### src/rtl/vdp2_vram_write_drain.sv
// Drains the VDP2 CPU write FIFO into the VRAM arbiter, one outstanding write at a time.
// Latency: pop to VRAM_REQ is 2 cycles with a free slot; REQ is held until VRAM_ACK. Optional merging: VDP2_WDRAIN_MERGE_EN.
module vdp2_vram_write_drain #(
    parameter int ADDR_W = 18
) (
    input  logic              CLK,
    input  logic              RST_N,
    input  logic [35:0]       FIFO_Q,
    input  logic              FIFO_EMPTY,
    output logic              FIFO_RDREQ,
    input  logic              SLOT_EN,
    output logic              VRAM_REQ,
    output logic [ADDR_W-1:0] VRAM_A,
    output logic [15:0]       VRAM_D,
    output logic [1:0]        VRAM_WE,
    input  logic              VRAM_ACK,
    output logic              WR_DONE,
    output logic              BUSY
);

    typedef enum logic [1:0] {
        IDLE,
        WAIT_SLOT,
        WRITE
    } state_t;

    state_t            state;
    state_t            state_nxt;

    logic [ADDR_W-1:0] ha;
    logic [1:0]        hbe;
    logic [15:0]       hd;

    logic [ADDR_W-1:0] head_a;
    logic [1:0]        head_be;
    logic [15:0]       head_d;
    logic [15:0]       hd_mrg;

    logic              load;
    logic              issue;
    logic              merge;
    logic              done;

    assign head_a  = FIFO_Q[18 +: ADDR_W];
    assign head_be = FIFO_Q[17:16];
    assign head_d  = FIFO_Q[15:0];

    // Byte-wise overlay of the head entry onto the held data.
    assign hd_mrg = {head_be[1] ? head_d[15:8] : hd[15:8],
                     head_be[0] ? head_d[7:0]  : hd[7:0]};

    assign BUSY = (state != IDLE) | ~FIFO_EMPTY;

    always_comb begin
        state_nxt  = state;
        FIFO_RDREQ = 1'b0;
        load       = 1'b0;
        issue      = 1'b0;
        merge      = 1'b0;
        done       = 1'b0;
        case (state)
            IDLE: begin
                if (!FIFO_EMPTY) begin
                    FIFO_RDREQ = 1'b1;
                    load       = 1'b1;
                    state_nxt  = WAIT_SLOT;
                end
            end
            WAIT_SLOT: begin
                if (hbe == 2'b00) begin
                    state_nxt = IDLE;
                end else if (SLOT_EN) begin
                    issue     = 1'b1;
                    state_nxt = WRITE;
                end
`ifdef VDP2_WDRAIN_MERGE_EN
                else if (!FIFO_EMPTY && (head_a == ha)) begin
                    FIFO_RDREQ = 1'b1;
                    merge      = 1'b1;
                end
`endif
            end
            WRITE: begin
                if (VRAM_ACK) begin
                    done = 1'b1;
                    // Chain straight into the next entry to avoid an idle bubble.
                    if (!FIFO_EMPTY) begin
                        FIFO_RDREQ = 1'b1;
                        load       = 1'b1;
                        state_nxt  = WAIT_SLOT;
                    end else begin
                        state_nxt = IDLE;
                    end
                end
            end
            default: state_nxt = IDLE;
        endcase
    end

    always_ff @(posedge CLK) begin
        if (!RST_N) begin
            state    <= IDLE;
            ha       <= '0;
            hbe      <= '0;
            hd       <= '0;
            VRAM_REQ <= 1'b0;
            VRAM_A   <= '0;
            VRAM_D   <= '0;
            VRAM_WE  <= '0;
            WR_DONE  <= 1'b0;
        end else begin
            state   <= state_nxt;
            WR_DONE <= done;
            if (load) begin
                ha  <= head_a;
                hbe <= head_be;
                hd  <= head_d;
            end else if (merge) begin
                hbe <= hbe | head_be;
                hd  <= hd_mrg;
            end
            if (issue) begin
                VRAM_REQ <= 1'b1;
                VRAM_A   <= ha;
                VRAM_D   <= hd;
                VRAM_WE  <= hbe;
            end else if (done) begin
                VRAM_REQ <= 1'b0;
            end
        end
    end

endmodule

### config.mk
export PLATFORM = sky130hd
export DESIGN_NAME = vdp2_vram_write_drain
export DESIGN_NICKNAME = d
export VERILOG_FILES = /design/src/rtl/vdp2_vram_write_drain.sv
export SDC_FILE = /design/constraint.sdc
export NUM_CORES = 1
export LEC_CHECK = 0
export BUFFER_PORTS_ARGS = -buffer_cell sky130_fd_sc_hd__buf_4
export CAP_MARGIN = 20
export CORE_AREA = 2 2 84 86
export DETAILED_ROUTE_END_ITERATION = 12
export DIE_AREA = 0 0 86 88
export PLACE_DENSITY = 0.72
export SLEW_MARGIN = 0
export SYNTH_ARGS = -nofsm -noshare
export SYNTH_HDL_FRONTEND = slang
export SYNTH_SLANG_ARGS = --single-unit
### constraint.sdc
create_clock -name CLK -period 3 [get_ports CLK]
set_clock_uncertainty 0.05 [all_clocks]
set_input_delay 0.3 -clock CLK [delete_from_list [all_inputs] [get_ports CLK]]
set_output_delay 0.3 -clock CLK [all_outputs]
set_load 0.02 [all_outputs]
==> results.ini <==
[worst_setup_path]
rr_worst_depth=4
r2r_start=state[0]
worst_setup_path_start_kind=flop
r2r_slack_ns=1.27
crit_family=simple AND/OR/NAND/NOR gates
cp.arrival_ns=1.63
reg2reg_to=VRAM_D[15]
path_class=flop to output pin
critPathRequiredTime_ns=2.65
path_cells=nor2b_4 > nor2_1 > buf_4
path_depth=3
cp_max_fo=20
cp_num_buf_inv=1
end_kind=output pin
slowest_stage=nor2b_4
max_stage_delay_ns=0.51

[placed_design]
place.detailed.hpwl_mm=4.747
place.gp.congestion=0.7596
placed_cell_area_um2=3690
io_buffers=80
dpl.cell_count=475

[routing]
post_drt_wl_per_cell_um=15.63
drtIter0Drc=233
dr.pass1.iters=4
drc_errors=0
viasPerCell=5.697
detail_route.wirelength_mm=7.673
ant_nets=0
dr_total_vias=2797

[global_routing]
grt_pass1_vias=2587
grt.met2_usage=0.3122
met1_usage=0.2910
use_met3=0.03205
antenna_found_initial=0
grt.overflow.total=0
grt_max_degree=77
grt_use_total=0.2049
top_usage_layer=met2
grt_pass1_wl_mm=12.34

[cells_and_area]
syn_to_final_growth_pct=22.71
final_area_um2=3867
diodes=0
fin_util=0.5821
nets=448
finalNonFillerCells=491
final_layout_size_suffix_gt1_frac=0.2506

[clock_network]
postCtsResizedCells=0
clkSlewWorstSetupHoldPaths_ns=0.08
cts.path.max_buffers=2
cts_root_buf=clkbuf_8
hold_buffers=0
insertion_delay_ns=0.35
clkSinkCount=76
postCtsSetupRepairBufs=0
htree_levels=3
cts_made_buffers=9
cts_tree=done

[power]
irDropWorstVdd_mv=0.3279
p_leak_nw=1.426
powerDensity_nw_per_um2=491.2

[logic_synthesis]
syn_area_um2=3152
syn_avg_cell_area_um2=9.031
synth-edff-count=0
synthTopCellsByArea=dfxtp_1, mux2i_1, o2111ai_1
synth_top_area_frac=0.4827
synth-main-ff-cell=dfxtp_1
synth.largest_area_cell=dfxtp_1
synth_cells=349
ys_ff_latch=76
asyncSetResetFlopFracSynth=0
synth.distinct_cells=24
synth_commonest_cells=dfxtp_1, nand2_1
synth.yosys.seq_area_share=0.4827
synth_nets=390
synth.most_common_cell=dfxtp_1
yosys_warnings=0

[timing]
tns_ns=0
hold_violations=0
drv_slew=0
setup_violations=0
timing.hold.ws_ns=0.1802
worst_pin_slew_ns=0.7467
max_slew_margin=0.5022
rsz0062_at_grt=no
fin_crit_ns=1.979
final.period_utilization=0.6598
timing.fmax_mhz=505.2

[die]
rows=30
die-area_um2=7568
die_x_um=86
core-area_um2=6644
dieHeight_um=88
io_pins=81
initial_utilization=0.4744

[hold_path]
hold_path_end=hbe[1]
hold-path-cell-count=3
hold_path.class=input port to flop
min_from=FIFO_Q[17]

[status]
status=finished clean

[run]
max-cap-violations=0

==> routing by layer <==
metal / vias to the layer above / part of all wire / wire (um)
met4: 0 / 0.018 / 140
li1: 1368 / - / -
met2: 99 / 0.46 / 3539
met3: 14 / 0.057 / 434
met1: 1316 / 0.46 / 3558
met5: - / 0 / 0
==> sequential cells by signal, summed over array words and instances, names as in the netlist <==
register	flops
VRAM_A	18
VRAM_REQ	1
ha	18
WR_DONE	1
state	2
VRAM_D	16
hbe	2
VRAM_WE	2
hd	16
==> layout by cell type (no fill, tap or decap), types with 2 or more instances in the layout <==
master,netlist,routed
buf_4,5,85
dfxtp_1,76,76
nand2_1,72,72
mux2i_1,36,36
o2111ai_1,36,36
o21ai_1,36,36
a21oi_1,36,36
clkbuf_8,0,9
inv_2,3,3
o21a_1,3,3
clkinv_2,0,3
clkbuf_1,20,3
nor2_1,2,2
inv_1,2,2
==> worst max path at each step <==
| stage | from | to | slack, ns |
|---|---|---|---|
| after floorplan | state[0] | FIFO_RDREQ | 1.64 |
| after global placement | VRAM_ACK | ha[17] | 1.31 |
| after detailed placement | VRAM_ACK | ha[1] | 1.24 |
| after CTS | state[1] | FIFO_RDREQ | 1.03 |
| after global routing | state[1] | FIFO_RDREQ | 0.95 |
| final | state[1] | FIFO_RDREQ | 1.02 |
==> per-stage QoR <==
stage | setup slack [ns] | power [mW]
final | 1.021 | 1.900
after global routing | 0.9516 | 1.974
after CTS | 1.033 | 1.900
after detailed placement | 1.242 | 1.277
after global placement | 1.308 | 1.273
after floorplan | 1.644 | 1.203
==> power by group <==
group,internal [mW],total (mW),switching (mW)
clock network,0.292,0.640,0.348
logic,0.0846,0.201,0.117
registers,1.04,1.06,0.0169
==> worst register-to-register path, stage by stage, from the launching register on <==
cell and delay (ns):
dfxtp_1 0.36, inv_2 0.27, nor4b_4 0.37, buf_4 0.37, mux2i_1 0.25
==> area by class of cell <==
class | count | area, um^2
clock buffers | 12 | 135.1
fillers | 612 | 2776
inverters | 5 | 18.77
multi-input cells | 229 | 1411
repair buffers | 86 | 665.6
flip-flops and latches | 76 | 1521
clock inverters | 3 | 15.01
well taps | 80 | 100.1
==> cells by family after synthesis <==
kind of cell | synth area share
buffers and inverters | 0.07185
flip-flops | 0.4827
AO/OA/AOI/OAI | 0.2235
multiplexers | 0.1143
AND/OR/NAND/NOR | 0.1076
Power figures use the tool's default switching activity.
